--- src/rtl/reg_bus_pkg.sv ---
// Shared types and helpers for the register-bus splitter fabric.
// Holds the FSM encoding, the default error read pattern and select-field sizing.
package reg_bus_pkg;

    typedef enum logic [1:0] {
        IDLE   = 2'd0,
        ACCESS = 2'd1,
        RESP   = 2'd2
    } state_t;

    localparam logic [31:0] DEF_ERR_DATA = 32'hDEAD_BEEF;

    function automatic int sel_width(input int msb, input int lsb);
        return msb - lsb + 1;
    endfunction

endpackage

--- src/rtl/reg_bus_splitter_if.sv ---
// Register bus seen by the splitter: the master-facing request/response
// signals plus the shared slave-facing bus with per-slave select, ack and data.
interface reg_bus_splitter_if #(
    parameter int NUM_SLV = 5,
    parameter int AW      = 9
);
    logic                   reg_cs;
    logic                   reg_wr;
    logic [AW-1:0]          reg_addr;
    logic [31:0]            reg_wdata;
    logic [3:0]             reg_be;
    logic [31:0]            reg_rdata;
    logic                   reg_ack;
    logic                   reg_err;

    logic [NUM_SLV-1:0]     s_cs;
    logic                   s_wr;
    logic [AW-1:0]          s_addr;
    logic [31:0]            s_wdata;
    logic [3:0]             s_be;
    logic [NUM_SLV*32-1:0]  s_rdata;
    logic [NUM_SLV-1:0]     s_ack;

    // Bridge side: issues requests, consumes responses.
    modport master (
        output reg_cs, reg_wr, reg_addr, reg_wdata, reg_be,
        input  reg_rdata, reg_ack, reg_err
    );

    // Fabric side: serves the bridge and drives the peripheral bus.
    modport slave (
        input  reg_cs, reg_wr, reg_addr, reg_wdata, reg_be,
        output reg_rdata, reg_ack, reg_err,
        output s_cs, s_wr, s_addr, s_wdata, s_be,
        input  s_rdata, s_ack
    );

endinterface

--- src/rtl/reg_bus_tmo_cnt.sv ---
// Per-access ack watchdog (down-counter loaded at request acceptance) and
// the saturating count of accesses that were abandoned on timeout.
module reg_bus_tmo_cnt #(
    parameter int TIMEOUT = 64
) (
    input  logic       clk,
    input  logic       rst_n,
    input  logic       i_start,
    input  logic       i_active,
    input  logic       i_ack,
    output logic       o_expire,
    output logic [7:0] o_tmo_cnt
);

    localparam int            CW   = (TIMEOUT > 2) ? $clog2(TIMEOUT) : 1;
    localparam logic [CW-1:0] LOAD = CW'((TIMEOUT > 0) ? TIMEOUT - 1 : 0);

    logic [CW-1:0] r_cnt;
    logic [7:0]    r_tmo_cnt;

    // An ack landing on the final cycle beats the timeout.
    assign o_expire  = (TIMEOUT != 0) && i_active && !i_ack && (r_cnt == '0);
    assign o_tmo_cnt = r_tmo_cnt;

    always_ff @(posedge clk or negedge rst_n) begin
        if (!rst_n) begin
            r_cnt     <= '0;
            r_tmo_cnt <= '0;
        end else begin
            if (i_start) begin
                r_cnt <= LOAD;
            end else if (i_active && (r_cnt != '0)) begin
                r_cnt <= r_cnt - CW'(1);
            end

            if (o_expire && (r_tmo_cnt != 8'hFF)) begin
                r_tmo_cnt <= r_tmo_cnt + 8'd1;
            end
        end
    end

endmodule

--- src/rtl/reg_bus_splitter.sv ---
// Register-bus fabric: decodes an address field to one of NUM_SLV slaves,
// registers request/response, and converts unmapped or hung accesses into errors.
module reg_bus_splitter
    import reg_bus_pkg::*;
#(
    parameter int          NUM_SLV  = 5,
    parameter int          AW       = 9,
    parameter int          SEL_LSB  = 6,
    parameter int          SEL_MSB  = 8,
    parameter int          TIMEOUT  = 64,
    parameter logic [31:0] ERR_DATA = DEF_ERR_DATA
) (
    input  logic               app_clk,
    input  logic               reset_n,
    reg_bus_splitter_if.slave  bus,
    output logic [7:0]         tmo_cnt
);

    localparam int SW = sel_width(SEL_MSB, SEL_LSB);

    state_t               r_state;
    logic [NUM_SLV-1:0]   r_s_cs;
    logic                 r_s_wr;
    logic [AW-1:0]        r_s_addr;
    logic [31:0]          r_s_wdata;
    logic [3:0]           r_s_be;
    logic [31:0]          r_rdata;
    logic                 r_ack;
    logic                 r_err;

    logic [SW-1:0]        w_idx;
    logic [NUM_SLV-1:0]   w_dec;
    logic                 w_mapped;
    logic                 w_active;
    logic                 w_hit;
    logic                 w_start;
    logic                 w_expire;
    logic [31:0]          w_sel_rdata;

    assign w_idx = bus.reg_addr[SEL_MSB:SEL_LSB];

    // Select decode and read mux are both driven from one-hot vectors, so an
    // out-of-range index simply decodes to no slave.
    always_comb begin
        w_dec       = '0;
        w_sel_rdata = '0;
        for (int i = 0; i < NUM_SLV; i++) begin
            w_dec[i] = (int'(w_idx) == i);
            if (r_s_cs[i]) begin
                w_sel_rdata = w_sel_rdata | bus.s_rdata[32*i +: 32];
            end
        end
    end

    assign w_mapped = |w_dec;
    assign w_active = (r_state == ACCESS);
    assign w_hit    = w_active && |(bus.s_ack & r_s_cs);
    assign w_start  = (r_state == IDLE) && bus.reg_cs && w_mapped;

    reg_bus_tmo_cnt #(
        .TIMEOUT (TIMEOUT)
    ) u_tmo (
        .clk       (app_clk),
        .rst_n     (reset_n),
        .i_start   (w_start),
        .i_active  (w_active),
        .i_ack     (w_hit),
        .o_expire  (w_expire),
        .o_tmo_cnt (tmo_cnt)
    );

    always_ff @(posedge app_clk or negedge reset_n) begin
        if (!reset_n) begin
            r_state   <= IDLE;
            r_s_cs    <= '0;
            r_s_wr    <= 1'b0;
            r_s_addr  <= '0;
            r_s_wdata <= '0;
            r_s_be    <= '0;
            r_rdata   <= '0;
            r_ack     <= 1'b0;
            r_err     <= 1'b0;
        end else begin
            case (r_state)
                IDLE: begin
                    if (bus.reg_cs) begin
                        r_s_wr    <= bus.reg_wr;
                        r_s_addr  <= bus.reg_addr;
                        r_s_wdata <= bus.reg_wdata;
                        r_s_be    <= bus.reg_be;
                        if (w_mapped) begin
                            r_s_cs  <= w_dec;
                            r_state <= ACCESS;
                        end else begin
                            r_rdata <= ERR_DATA;
                            r_err   <= 1'b1;
                            r_ack   <= 1'b1;
                            r_state <= RESP;
                        end
                    end
                end
                // The master's reg_cs is not looked at here: a started
                // slave access always runs to ack or timeout.
                ACCESS: begin
                    if (w_hit) begin
                        r_s_cs  <= '0;
                        r_rdata <= w_sel_rdata;
                        r_err   <= 1'b0;
                        r_ack   <= 1'b1;
                        r_state <= RESP;
                    end else if (w_expire) begin
                        r_s_cs  <= '0;
                        r_rdata <= ERR_DATA;
                        r_err   <= 1'b1;
                        r_ack   <= 1'b1;
                        r_state <= RESP;
                    end
                end
                RESP: begin
                    r_ack   <= 1'b0;
                    r_err   <= 1'b0;
                    r_state <= IDLE;
                end
                default: begin
                    r_s_cs  <= '0;
                    r_ack   <= 1'b0;
                    r_err   <= 1'b0;
                    r_state <= IDLE;
                end
            endcase
        end
    end

    assign bus.s_cs      = r_s_cs;
    assign bus.s_wr      = r_s_wr;
    assign bus.s_addr    = r_s_addr;
    assign bus.s_wdata   = r_s_wdata;
    assign bus.s_be      = r_s_be;
    assign bus.reg_rdata = r_rdata;
    assign bus.reg_ack   = r_ack;
    assign bus.reg_err   = r_err;

endmodule

--- src/flat_wrapper.sv ---
// flat-port wrapper written by rule: the top's interface ports become plain ports
module reg_bus_splitter_flat import reg_bus_pkg::*;
#(
    parameter int          NUM_SLV  = 5,
    parameter int          AW       = 9,
    parameter int          SEL_LSB  = 6,
    parameter int          SEL_MSB  = 8,
    parameter int          TIMEOUT  = 64,
    parameter logic [31:0] ERR_DATA = DEF_ERR_DATA
)
  (app_clk, reset_n, tmo_cnt, bus_reg_cs, bus_reg_wr, bus_reg_addr, bus_reg_wdata, bus_reg_be, bus_reg_rdata, bus_reg_ack, bus_reg_err, bus_s_cs, bus_s_wr, bus_s_addr, bus_s_wdata, bus_s_be, bus_s_rdata, bus_s_ack);
  reg_bus_splitter_if #(.NUM_SLV(NUM_SLV), .AW(AW)) bus_i ();
  input  logic app_clk;
  input  logic reset_n;
  output logic [7:0] tmo_cnt;
  input wire logic [$bits(bus_i.reg_cs)-1:0] bus_reg_cs;
  input wire logic [$bits(bus_i.reg_wr)-1:0] bus_reg_wr;
  input wire logic [$bits(bus_i.reg_addr)-1:0] bus_reg_addr;
  input wire logic [$bits(bus_i.reg_wdata)-1:0] bus_reg_wdata;
  input wire logic [$bits(bus_i.reg_be)-1:0] bus_reg_be;
  output wire logic [$bits(bus_i.reg_rdata)-1:0] bus_reg_rdata;
  output wire logic [$bits(bus_i.reg_ack)-1:0] bus_reg_ack;
  output wire logic [$bits(bus_i.reg_err)-1:0] bus_reg_err;
  output wire logic [$bits(bus_i.s_cs)-1:0] bus_s_cs;
  output wire logic [$bits(bus_i.s_wr)-1:0] bus_s_wr;
  output wire logic [$bits(bus_i.s_addr)-1:0] bus_s_addr;
  output wire logic [$bits(bus_i.s_wdata)-1:0] bus_s_wdata;
  output wire logic [$bits(bus_i.s_be)-1:0] bus_s_be;
  input wire logic [$bits(bus_i.s_rdata)-1:0] bus_s_rdata;
  input wire logic [$bits(bus_i.s_ack)-1:0] bus_s_ack;
  assign bus_i.reg_cs = bus_reg_cs;
  assign bus_i.reg_wr = bus_reg_wr;
  assign bus_i.reg_addr = bus_reg_addr;
  assign bus_i.reg_wdata = bus_reg_wdata;
  assign bus_i.reg_be = bus_reg_be;
  assign bus_reg_rdata = bus_i.reg_rdata;
  assign bus_reg_ack = bus_i.reg_ack;
  assign bus_reg_err = bus_i.reg_err;
  assign bus_s_cs = bus_i.s_cs;
  assign bus_s_wr = bus_i.s_wr;
  assign bus_s_addr = bus_i.s_addr;
  assign bus_s_wdata = bus_i.s_wdata;
  assign bus_s_be = bus_i.s_be;
  assign bus_i.s_rdata = bus_s_rdata;
  assign bus_i.s_ack = bus_s_ack;
  reg_bus_splitter #(.NUM_SLV(NUM_SLV), .AW(AW), .SEL_LSB(SEL_LSB), .SEL_MSB(SEL_MSB), .TIMEOUT(TIMEOUT), .ERR_DATA(ERR_DATA)) u_core (.app_clk(app_clk), .reset_n(reset_n), .bus(bus_i), .tmo_cnt(tmo_cnt));
endmodule
--- config.mk ---
export PLATFORM = sky130hd
export DESIGN_NAME = reg_bus_splitter_flat
export DESIGN_NICKNAME = d
export VERILOG_FILES = /design/src/rtl/reg_bus_pkg.sv /design/src/rtl/reg_bus_splitter_if.sv /design/src/rtl/reg_bus_tmo_cnt.sv /design/src/rtl/reg_bus_splitter.sv /design/src/flat_wrapper.sv
export SDC_FILE = /design/constraint.sdc
export NUM_CORES = 1
export LEC_CHECK = 0
export BUFFER_PORTS_ARGS = -buffer_cell sky130_fd_sc_hd__clkbuf_2
export CAP_MARGIN = 20
export CORE_ASPECT_RATIO = 1.2
export CORE_MARGIN = 5
export CORE_UTILIZATION = 35
export CTS_CLUSTER_DIAMETER = 40
export DETAILED_ROUTE_END_ITERATION = 10
export GPL_TIMING_DRIVEN = 1
export PLACE_DENSITY = 0.65
export SYNTH_ARGS = -nofsm -noshare
export SYNTH_HDL_FRONTEND = slang
export SYNTH_SLANG_ARGS = --single-unit
--- constraint.sdc ---
create_clock -name app_clk -period 2.3 [get_ports app_clk]
set_input_delay 0.345 -clock app_clk [delete_from_list [all_inputs] [get_ports app_clk]]
set_output_delay 0.345 -clock app_clk [all_outputs]
set_load 0.02 [all_outputs]
Word-level counts from Yosys, hierarchy flattened

Index checks and enable logic that the tools add are counted.

Flip-flop bits (word level): 101
Output and inout bits: 93
Word-level logic and storage cells: 80

Add/subtract/negate cells: 2
Equality and inequality tests: 11
Muxes and demuxes: 29
Bitwise gates (word level): 6
Reductions and logical operators: 21

Operator list:

| cell                  | count |
|---|---|
| $mux W32              | 9 |
| $or A32 B32 Y32       | 4 |
| $pmux W32 S2          | 1 |
| $mux W5               | 4 |
| $pmux W5 S3           | 1 |
| $mux W6               | 2 |
| $reduce_or A5 Y1      | 2 |
| $eq A3 B3 Y1 const B  | 3 |
| $add A8 B1 Y8 const B | 1 |
| $mux W2               | 4 |
| $ne A8 B8 Y1 const B  | 1 |
| $reduce_and A4 Y1     | 2 |
| $logic_and A1 B1 Y1   | 7 |
| $logic_not A6 Y1      | 1 |
| $reduce_bool A6 Y1    | 1 |
| $sub A6 B1 Y6 const B | 1 |
| $and A5 B5 Y5         | 1 |
| $mux W1               | 5 |
| $ne A2 B2 Y1 const B  | 2 |
| $pmux W1 S2           | 2 |
| $pmux W2 S2           | 1 |
| $reduce_and A2 Y1     | 2 |
| $reduce_bool A2 Y1    | 2 |
| $eq A3 B2 Y1 const B  | 1 |
| other kinds (9)       | 9 |

Logic depth before layout (Yosys ltp)

Gate-level depths: netlist of run 1.

Word-level depth: 11
Gate-level depth with buffers: 10
Gate-level depth less buffers: 8

Modules after synthesis

From an unflattened synthesis of run 1, not the netlist that was laid out.

Cells, all modules: 410
Area total of the unflattened synthesis: 4840.9 um2

Modules (own cells, without submodules):

| module           | instances | cells an instance | area each (um2) | sequential area each (um2) |
|---|---|---|---|---|
| reg_bus_splitter | 1         | 344               | 4112.7          | 2177.1 |
| reg_bus_tmo_cnt  | 1         | 66                | 728.2           | 350.3 |

Worst setup path before layout of run 1

No wires, ideal clock.

Path kind: register -> register
Start: register u_core.r_s_cs[0], in the netlist u_core.bus.s_cs[0]
End: register u_core.r_s_cs[0], in the netlist u_core.bus.s_cs[0]
Setup time: 0.125 ns
Arrival time: 1.975 ns
Data required time: 2.175 ns
Setup slack: 0.200 ns
Stages on the path, launching flop included: 7
Buffers on the path: 1
Period minus slack after synthesis: 2.100 ns
Path through: dfrtp_1 > buf_6 > a222oi_1 > nand2_1 > o31a_1 > a21oi_4 > mux2_4

Longest elaborated chain between the ends: 8
Elaborated cells between the ends (all ways): 10
Classes of those cells: 1 x eq/ne; 2 x mux; 1 x bitwise; 6 x reduce/logical

RTL lines:

| item                               | RTL line               | source |
|---|---|---|
| from (decl)                        | reg_bus_splitter.sv:22 | `logic [NUM_SLV-1:0] r_s_cs;` |
| from (signal assigned)             | reg_bus_splitter.sv:92 | `r_s_cs <= w_dec;` |
| $and A5 B5 Y5 (*)                  | reg_bus_splitter.sv:57 | `assign w_hit = w_active && \|(bus.s_ack & r_s_cs);` |
| $reduce_or A5 Y1 (*)               | reg_bus_splitter.sv:57 |  |
| $logic_and A1 B1 Y1 (*)            | reg_bus_splitter.sv:57 |  |
| $logic_not A1 Y1                   | reg_bus_tmo_cnt.sv:22  | `assign o_expire = (TIMEOUT != 0) && i_active && !i_ack && (r_cnt == '0);` |
| $logic_and A1 B1 Y1 (2 in a row)   | reg_bus_tmo_cnt.sv:22  |  |
| $ne A3 B1 Y1 (no source line)      | --                     |  |
| $reduce_and A4 Y1 (no source line) | --                     |  |

Every way passes the cells marked *; elsewhere a longest branch is shown, timed or not.
A chain may end at the register's enable or synchronous reset.

Worst setup path after layout of run 1

Start: register u_core.r_s_cs[0], in the netlist u_core.bus.s_cs[0]
End: register u_core.u_tmo.r_tmo_cnt[1], in the netlist u_core.u_tmo.o_tmo_cnt[1]

Longest elaborated chain between the ends: 7

RTL lines:

| item                             | RTL line               | source |
|---|---|---|
| $and A5 B5 Y5                    | reg_bus_splitter.sv:57 |  |
| $reduce_or A5 Y1                 | reg_bus_splitter.sv:57 |  |
| $logic_and A1 B1 Y1              | reg_bus_splitter.sv:57 |  |
| $logic_not A1 Y1                 | reg_bus_tmo_cnt.sv:22  |  |
| $logic_and A1 B1 Y1 (2 in a row) | reg_bus_tmo_cnt.sv:22  |  |
| $logic_and A1 B1 Y1              | reg_bus_tmo_cnt.sv:36  | `if (o_expire && (r_tmo_cnt != 8'hFF)) begin` |
| to (signal assigned)             | reg_bus_tmo_cnt.sv:37  | `r_tmo_cnt <= r_tmo_cnt + 8'd1;` |
| to (decl)                        | reg_bus_tmo_cnt.sv:19  | `logic [7:0] r_tmo_cnt;` |

No other way between the ends.

==> results of run 1 <==
-- worst max path at each step --
stage	end	slack, ns	depth (start not counted)	startpoint
2_1_floorplan	u_core.bus.s_cs[0]	0.20	6	u_core.bus.s_cs[0]
3_3_place_gp	u_core.u_tmo.o_tmo_cnt[1]	0.22	6	bus_s_ack[3]
3_5_place_dp	u_core.u_tmo.o_tmo_cnt[1]	0.20	6	bus_s_ack[3]
4_1_cts	u_core.u_tmo.o_tmo_cnt[1]	0.26	5	u_core.bus.s_cs[0]
5_1_grt	u_core.u_tmo.o_tmo_cnt[1]	0.12	5	u_core.bus.s_cs[0]
6_report	u_core.u_tmo.o_tmo_cnt[1]	0.25	5	u_core.bus.s_cs[0]
-- synth_stat cells, types with 5 or more instances --
cell,instances,share of area
a22oi_1,33,0.052
mux2_4,5,0.016
clkbuf_1,23,0.018
inv_1,5,0.0039
mux2_2,48,0.11
a21oi_1,10,0.010
a222oi_1,33,0.069
a21o_1,8,0.013
xnor2_1,8,0.015
dfrtp_1,101,0.53
buf_2,5,0.0052
nand2_1,38,0.030
o22a_1,24,0.044
nor2_1,7,0.0055
-- sequential cells by signal (all words and copies together) (netlist names) --
| name | flops |
|---|---|
| u_core.bus.s_be | 4 |
| u_core.bus.s_cs | 5 |
| u_core.bus.reg_rdata | 32 |
| u_core.bus.s_addr | 9 |
| u_core.u_tmo.o_tmo_cnt | 8 |
| u_core.bus.s_wdata | 32 |
| u_core.bus.reg_ack | 1 |
| u_core.bus.s_wr | 1 |
| u_core.r_state | 2 |
| u_core.u_tmo.r_cnt | 6 |
| u_core.bus.reg_err | 1 |
-- power by group --
group / total [mW] / leakage (nW) / internal (mW) / switching, mW
Clock: 1.63 / 0.150 / 0.959 / 0.673
Combinational: 4.63 / 2.17 / 1.95 / 2.68
Sequential: 3.01 / 1.20 / 2.55 / 0.451
-- layout make-up --
type / instances / share of cell area
Clock buffer: 9 / 0.0331
Multi-Input combinational cell: 253 / 0.303
Timing Repair Buffer: 317 / 0.243
Clock inverter: 6 / 0.0140
Inverter: 6 / 0.00368
Tap cell: 168 / 0.0309
Sequential cell: 101 / 0.372
-- worst reg2reg max path, cell delays in order (launching register included) --
cell and delay, ns:
dfrtp_1 0.38, a222oi_1 0.47, nand2_1 0.14, buf_4 0.17, and4b_1 0.42, mux2_2 0.37
-- per-stage QoR --
| step | util | instance area, um^2 | power, mW |
|---|---|---|---|
| finish | 0.511 | 6790 | 9.27 |
| global route | 0.511 | 6790 | 9.88 |
| CTS | 0.511 | 6790 | 9.40 |
| detailed placement | 0.487 | 6470 | 7.73 |
| global placement | 0.487 | 6470 | 7.58 |
| floorplan | - | 4770 | 6.09 |
-- layer usage --
metal  wire, um  share of wire  GRT usage
met5          0              0          0
met4        344          0.021     0.0599
met3       2040           0.12     0.0773
met2       8070           0.49      0.355
met1       6080           0.37      0.226
-- kinds of logic after synthesis --
group | Yosys count | synth area share
xor gates and xnor gates | 12 | 0.0220
buffers and inverters | 40 | 0.0396
muxes | 53 | 0.129
AOI/OAI and AO/OA | 116 | 0.202
and+or+nand+nor | 69 | 0.0700
DFF | 101 | 0.530
adders and majority gates | 3 | 0.00787
==> impl_metrics.tcl, run 1 <==
set metrics [dict create \
    wl_per_cell_um 19.2 \
    r2r-end "u_core.u_tmo.o_tmo_cnt[1]" \
    clockRootBuffer "clkbuf_16" \
    path_cells "a222oi_1 > nand2_1 > buf_4 > and4b_1 > mux2_2" \
    io_pins 307 \
    grt_pass1_vias 5091 \
    synth-async-reset-ratio 1.00 \
    required_ns 2.53 \
    setup_viol 0 \
    p_leak_nw 3.52 \
    finalCritPeriodShare 0.892 \
    hold_viol_final 0 \
    arrival_ns 2.28 \
    cts_made_buffers 9 \
    drcViolationCount 0 \
    drive_gt1_frac 0.562 \
    routed_wl_um 16500 \
    multi_input_area_um2 2060 \
    maxCapViolations 0 \
    ant_nets 0 \
    instances_no_fill 860 \
    synth-seq-cells 101 \
    die-area_um2 16100 \
    max_freq_mhz 487 \
    reg2reg_from "u_core.bus.s_cs[0]" \
    yosysSeqAreaShare 0.530 \
    dr.first_iter.drc_count 390 \
    cts_hold_buffers 0 \
    antenna_found_initial 0 \
    dieHeight_um 138 \
    worst_slew_pin_slew_ns 0.615 \
    synthFlopType "dfrtp_1" \
    postCtsSetupBuffers 0 \
    synth_area_per_cell_um2 12.1 \
    htreeDepth 3 \
    final_cell_mix "clkbuf_2 (305), dfrtp_1 (101), mux2_2 (48), nand2_1 (38)" \
    rr_worst_depth 5 \
    grt_max_degree 55 \
    num-nets-final 905 \
    diodes 0 \
    seqCellArea_um2 2530 \
    grt_use_total 0.202 \
    netlist_instances 394 \
    critical_path.top_delay_family "simple AND/OR/NAND/NOR gates" \
    slowest_delay_ns 0.47 \
    worstSkewPairLatency_ns 0.34 \
    endpoint_kind "flop" \
    path_max_fanout 8 \
    worst_setup_path_start_kind "flop" \
    outcome "finished clean" \
    placementRows 46 \
    clk_pin_slew_ns 0.07 \
    synthToLayoutAreaGrowth_pct 42.4 \
    avgViaCountPerCell 5.38 \
    finalCriticalPeriod_ns 2.05 \
    synth_edf_count 0 \
    die_x_um 117 \
    fin_setup_tns_ns 0 \
    finClkSkew_ns 0.00597 \
    start_util 0.359 \
    holdCritPathClass "input pin to asynchronous set/reset pin" \
    core_area_um2 13300 \
    ys_types 39 \
    cts.sinks 101 \
    crit_slowest_cell "a222oi_1" \
    hold-worst-slack_ns 0.0126 \
    rsz0062_at_grt "no" \
    yosysWarnings 0 \
    slew_headroom 0.590 \
    dp_hpwl_um 12700 \
    post-place-ws_ns 0.203 \
    clk_path_buf_depth 2 \
    grt.overflow.total 0 \
    worst-path-buf-inv 1 \
    cts_tree "yes" \
    path_class "flop to flop" \
    syn_area_um2 4770 \
    irDropWorstVdd_mv 0.666 \
    final_common_cell "clkbuf_2" \
    port_buffers 306 \
    vias 4630 \
    reg2reg_setup_slack_ns 0.25 \
    setup_ws_ns 0.248 \
    power.density_nw_per_um2 1360 \
    grt_pass1_wl_um 25300 \
    firstDrtPassIters 9 \
    ctsResizeCount 0 \
    finalWeightedCongestion 0.901 \
    maxSlewViolCount 0 \
    dp_cells 845 \
    fillers 1197 \
    syn-num-nets 611 \
]
(Power assumes the default switching activity.)
==> inputs of run 2 (changes only) <==
ABC_AREA = 1   (was unset)
CTS_CLUSTER_DIAMETER = 100   (was 40)
PLACE_DENSITY = 0.63   (was 0.65)
==> impl_metrics.tcl, run 2 <==
set metrics [dict create \
    num-nets-final 1222 \
    instances_no_fill 1218 \
    clkPwrFrac 0.164 \
    required_ns 2.57 \
    sequentialPowerShare 0.313 \
    ys_types 24 \
    clk_path_buf_depth 2 \
    reg2reg_setup_slack_ns 0.42 \
    dieHeight_um 147 \
    firstDrtPassIters 6 \
    synth_top_area_share 0.462 \
    max_freq_mhz 532 \
    syn-num-nets 928 \
    path_class "flop to flop" \
    cts.sinks 101 \
    holdCritPathClass "input pin to flop" \
    yosysSeqAreaShare 0.462 \
    reg2reg_from "u_core.u_tmo.r_cnt[0]" \
    hold_depth 2 \
    hp-start "bus_reg_be[2]" \
    grt.overflow.total 0 \
    synthToLayoutAreaGrowth_pct 37.7 \
    final_cell_mix "nand2_1 (322), clkbuf_2 (305), dfrtp_1 (101), nand3_1 (73), mux2_2 (43)" \
    start_util 0.354 \
    p_switching_mw 4.36 \
    finalCriticalPeriod_ns 1.88 \
    rr_worst_depth 8 \
    cts_made_buffers 9 \
    whs_endpoint "u_core.bus.s_be[2]" \
    finalCritPeriodShare 0.817 \
    antenna_found_initial 0 \
    syn_area_um2 5470 \
    avgViaCountPerCell 4.70 \
    synthFlopType "dfrtp_1" \
    grt_use_total 0.199 \
    path_max_fanout 32 \
    routed_wl_um 18600 \
    io_pins 307 \
    power.density_nw_per_um2 1270 \
    vias 5730 \
    synth_common_cells "nand2_1 (323), dfrtp_1 (101), nand3_1 (73)" \
    grt_pass1_wl_um 29000 \
    irDropWorstVdd_mv 0.581 \
    endpoint_kind "flop" \
    drcViolationCount 0 \
    fin_setup_tns_ns 0 \
    maxSlewViolCount 0 \
    synth-seq-cells 101 \
    wl_per_cell_um 15.3 \
    p_sw_frac 0.458 \
    ctsResizeCount 0 \
    maxCapViolations 0 \
    htreeDepth 3 \
    synth_most_common_cell "nand2_1" \
    hold_viol_final 0 \
    worstSkewPairLatency_ns 0.34 \
    worst_setup_path_start_kind "flop" \
    diodes 0 \
    synth-async-reset-ratio 1.00 \
    p_leak_nw 4.17 \
    ant_nets 0 \
    synth_edf_count 0 \
    arrival_ns 2.15 \
    setup_viol 0 \
    die-area_um2 18200 \
    clockRootBuffer "clkbuf_16" \
    final_common_cell "nand2_1" \
    clk_pin_slew_ns 0.07 \
    cts_hold_buffers 1 \
    yosys-top-cells-area "dfrtp_1 (46%), nand2_1 (22%), mux2_2 (8.9%)" \
    finalWeightedCongestion 0.854 \
    slew_headroom 0.629 \
    netlist_instances 711 \
    dr.first_iter.drc_count 228 \
    cts_tree "yes" \
    p_int_mw 5.17 \
    worst_slew_pin_slew_ns 0.551 \
    dp_hpwl_um 14600 \
    core_area_um2 15500 \
    comb_power_share 0.523 \
    port_buffers 306 \
    postCtsSetupBuffers 0 \
    r2r-end "u_core.bus.reg_rdata[3]" \
    die_x_um 124 \
    dp_cells 1201 \
    yosysWarnings 0 \
    yosys.area.top_type "dfrtp_1" \
    placementRows 50 \
    drive_gt1_frac 0.387 \
    synth_area_per_cell_um2 7.69 \
    finClkSkew_ns 0.00935 \
    grt_pass1_vias 5834 \
    grt_max_degree 39 \
    rsz0062_at_grt "no" \
    outcome "finished clean" \
]
run 2: metal layers:
metal | global-route usage | up-vias | wire, um
li1 | - | 2895 | -
met1 | 0.224 | 2601 | 7250
met2 | 0.369 | 217 | 9410
met3 | 0.0551 | 17 | 1710
met4 | 0.0400 | 0 | 219
met5 | 0 | - | 0
run 2: worst max path at each step:
stage,endpoint,start,cells past startpoint
floorplan,u_core.u_tmo.o_tmo_cnt[6],u_core.bus.s_cs[1],9
global placement,u_core.bus.reg_rdata[1],u_core.u_tmo.r_cnt[0],8
detailed placement,u_core.bus.reg_rdata[27],u_core.u_tmo.r_cnt[0],8
CTS,u_core.bus.reg_rdata[7],u_core.u_tmo.r_cnt[0],8
global route,u_core.bus.reg_rdata[9],u_core.u_tmo.r_cnt[0],8
finish,u_core.bus.reg_rdata[3],u_core.u_tmo.r_cnt[0],8
run 2: final cells by class:
cell class / count / area [um^2]
well taps: 208 / 260
multi-input cells: 551 / 2680
repair buffers: 324 / 1680
clock inverters: 7 / 81.3
clock buffers: 9 / 225
fillers: 1603 / 7920
flip-flops and latches: 101 / 2530
inverters: 18 / 67.6
run 2: stage by stage:
| step | total power, mW | utilization | cell area, um^2 | hold slack, ns | setup WS, ns |
|---|---|---|---|---|---|
| floorplan | 6.32 | - | 5470 | 0.0494 | 0.741 |
| global placement | 8.01 | 0.467 | 7210 | 0.268 | 0.498 |
| detailed placement | 8.07 | 0.467 | 7210 | 0.268 | 0.425 |
| CTS | 9.67 | 0.487 | 7530 | 0.219 | 0.406 |
| global route | 10.3 | 0.487 | 7530 | 0.221 | 0.245 |
| finish | 9.54 | 0.487 | 7530 | 0.232 | 0.420 |
run 2: cell families (layout without fill, tap and decap cells):
logic type / Yosys count / in the layout / synth area share
multiplexers: 43 / 43 / 0.0885
XOR/XNOR: 5 / 5 / 0.00801
flip-flops: 101 / 101 / 0.462
AO/OA/AOI/OAI: 18 / 18 / 0.0165
AND/OR/NAND/NOR: 482 / 482 / 0.370
adder cells (fa/ha/maj): 3 / 3 / 0.00686
buffers and inverters: 59 / 358 / 0.0476
run 2: power by group through the flow:
| stage | combinational (mW) | sequential, mW | clock [mW] |
|---|---|---|---|
| after floorplan | 2.51 | 3.81 | 0 |
| after global placement | 5.01 | 2.99 | 0 |
| after detailed placement | 5.05 | 3.02 | 0 |
| after CTS | 5.07 | 3.00 | 1.61 |
| after global routing | 5.53 | 3.09 | 1.68 |
| final | 4.99 | 2.99 | 1.56 |
run 2: worst max-delay path, cell delays in order, from the launching register on:
cell and delay (ns):
dfrtp_1 0.35, inv_1 0.08, ha_1 0.21, nand4_1 0.20, nand3_2 0.28, nand3_2 0.16, buf_4 0.34, nand2_1 0.09
nand2_1 0.08
==> inputs of run 3 (changes only) <==
PLACE_DENSITY = 0.65   (was 0.63)
clock period = 1.7 ns   (was 2.3 ns; I/O delays follow)
==> impl_metrics.tcl, run 3 (synthesis gave the netlist of run 2 again) <==
set metrics [dict create \
    comb_power_share 0.531 \
    holdCritPathClass "input pin to flop" \
    maxSlewViolCount 0 \
    num-nets-final 1230 \
    max_freq_mhz 634 \
    critical_path.top_delay_family "simple AND/OR/NAND/NOR gates" \
    grt_pass1_wl_um 28700 \
    cts.sinks 101 \
    irDropWorstVdd_mv 0.918 \
    path_class "flop to flop" \
    cts_tree "yes" \
    finalWeightedCongestion 0.806 \
    grt_use_total 0.198 \
    sequentialPowerShare 0.303 \
    die-area_um2 18200 \
    worst_slew_pin_slew_ns 0.440 \
    dp_hpwl_um 14400 \
    path_cells "nor2_2 > inv_2 > or2_1 > buf_4 > nand4_1 > nand2_1" \
    cts_made_buffers 9 \
    arrival_ns 1.81 \
    finClkSkew_ns 0.0102 \
    clk_pin_slew_ns 0.08 \
    final_cell_mix "nand2_1 (321), clkbuf_2 (305), dfrtp_1 (101), nand3_1 (72), mux2_2 (43)" \
    setup_ws_ns 0.122 \
    grt.overflow.total 0 \
    power.density_nw_per_um2 1720 \
    grt_pass1_vias 5756 \
    placementRows 50 \
    p_int_mw 7.24 \
    dp_cells 1209 \
    rsz0062_at_grt "no" \
    wl_per_cell_um 15.1 \
    antenna_found_initial 0 \
    endpoint_kind "flop" \
    p_switching_mw 6.01 \
    start_util 0.354 \
    required_ns 1.93 \
    fin_setup_tns_ns 0 \
    crit_slowest_cell "dfrtp_1" \
    routed_wl_um 18500 \
    synthToLayoutAreaGrowth_pct 40.9 \
    post-place-ws_ns 0.109 \
    clockRootBuffer "clkbuf_16" \
    path_max_fanout 25 \
    worst_setup_path_start_kind "flop" \
    die_x_um 124 \
    firstDrtPassIters 4 \
    final_common_cell "nand2_1" \
    htreeDepth 3 \
    clk_path_buf_depth 2 \
    drive_gt1_frac 0.395 \
    drcViolationCount 0 \
    setup_viol 0 \
    port_buffers 306 \
    p_leak_nw 4.25 \
    hold-worst-slack_ns 0.131 \
    ant_nets 0 \
    io_pins 307 \
    worst-path-buf-inv 2 \
    slew_headroom 0.706 \
    instances_no_fill 1226 \
    avgViaCountPerCell 4.72 \
    postCtsSetupBuffers 0 \
    finalCriticalPeriod_ns 1.58 \
    grt_max_degree 50 \
    worstSkewPairLatency_ns 0.35 \
    p_sw_frac 0.453 \
    p_total_mw 13.3 \
    vias 5783 \
    finalCritPeriodShare 0.928 \
    diodes 0 \
    slowest_delay_ns 0.39 \
    outcome "finished clean" \
    dieHeight_um 147 \
    clkPwrFrac 0.165 \
    core_area_um2 15500 \
    dr.first_iter.drc_count 309 \
    hold_viol_final 0 \
    maxCapViolations 0 \
]
[run 3: worst paths after layout]
check / slack (ns) / cells after the start / start / end
max in group asynchronous: 0.74 / 3 / reset_n / u_core.u_tmo.r_cnt[1]
setup / recovery: 0.12 / 6 / u_core.r_state[0] / u_core.bus.reg_rdata[15]
min in group asynchronous: 0.40 / 2 / reset_n / u_core.bus.s_wdata[30]
setup reg to reg: 0.12 / 6 / u_core.r_state[0] / u_core.bus.reg_rdata[15]
hold / removal: 0.13 / 2 / bus_reg_wdata[25] / u_core.bus.s_wdata[25]
hold reg to reg: 0.48 / 2 / u_core.bus.reg_rdata[8] / u_core.bus.reg_rdata[8]
[run 3: power by group through the flow]
stage                     clock network [mW]  registers, mW  logic, mW
after floorplan                            0           5.16       3.39
after global placement                     0           4.02       7.04
after detailed placement                   0           4.06       7.11
after CTS                               2.26           4.03       7.14
after global routing                    2.35           4.16       7.80
final                                   2.19           4.02       7.04
[run 3: metrics by stage]
stage	area, um^2	utilization
2_1_floorplan	5470	-
3_3_place_gp	7360	0.476
3_5_place_dp	7360	0.476
4_1_cts	7690	0.498
5_1_grt	7700	0.499
6_report	7700	0.499
[run 3: final cells by class]
| class | count | area (um^2) |
|---|---|---|
| Fill cell | 1554 | 7750 |
| Multi-Input combinational cell | 551 | 2700 |
| Sequential cell | 101 | 2530 |
| Timing Repair Buffer | 332 | 1830 |
| Tap cell | 208 | 260 |
| Clock buffer | 9 | 225 |
| Clock inverter | 7 | 92.6 |
| Inverter | 18 | 67.6 |
[run 3: per-layer routing]
layer,GRT usage,vias to the layer above,routed length (um)
met1,0.221,2645,7190
li1,-,2908,-
met5,0,-,0
met3,0.0585,12,1700
met2,0.367,218,9440
met4,0.0438,0,185
[run 3: what timing repair did]
action | CTS | global route
endpoints found under the hold margin | 29 | 0
hold buffers | 1 | 0
gates resized for setup | 0 | 4
setup endpoints to repair | 0 | 7
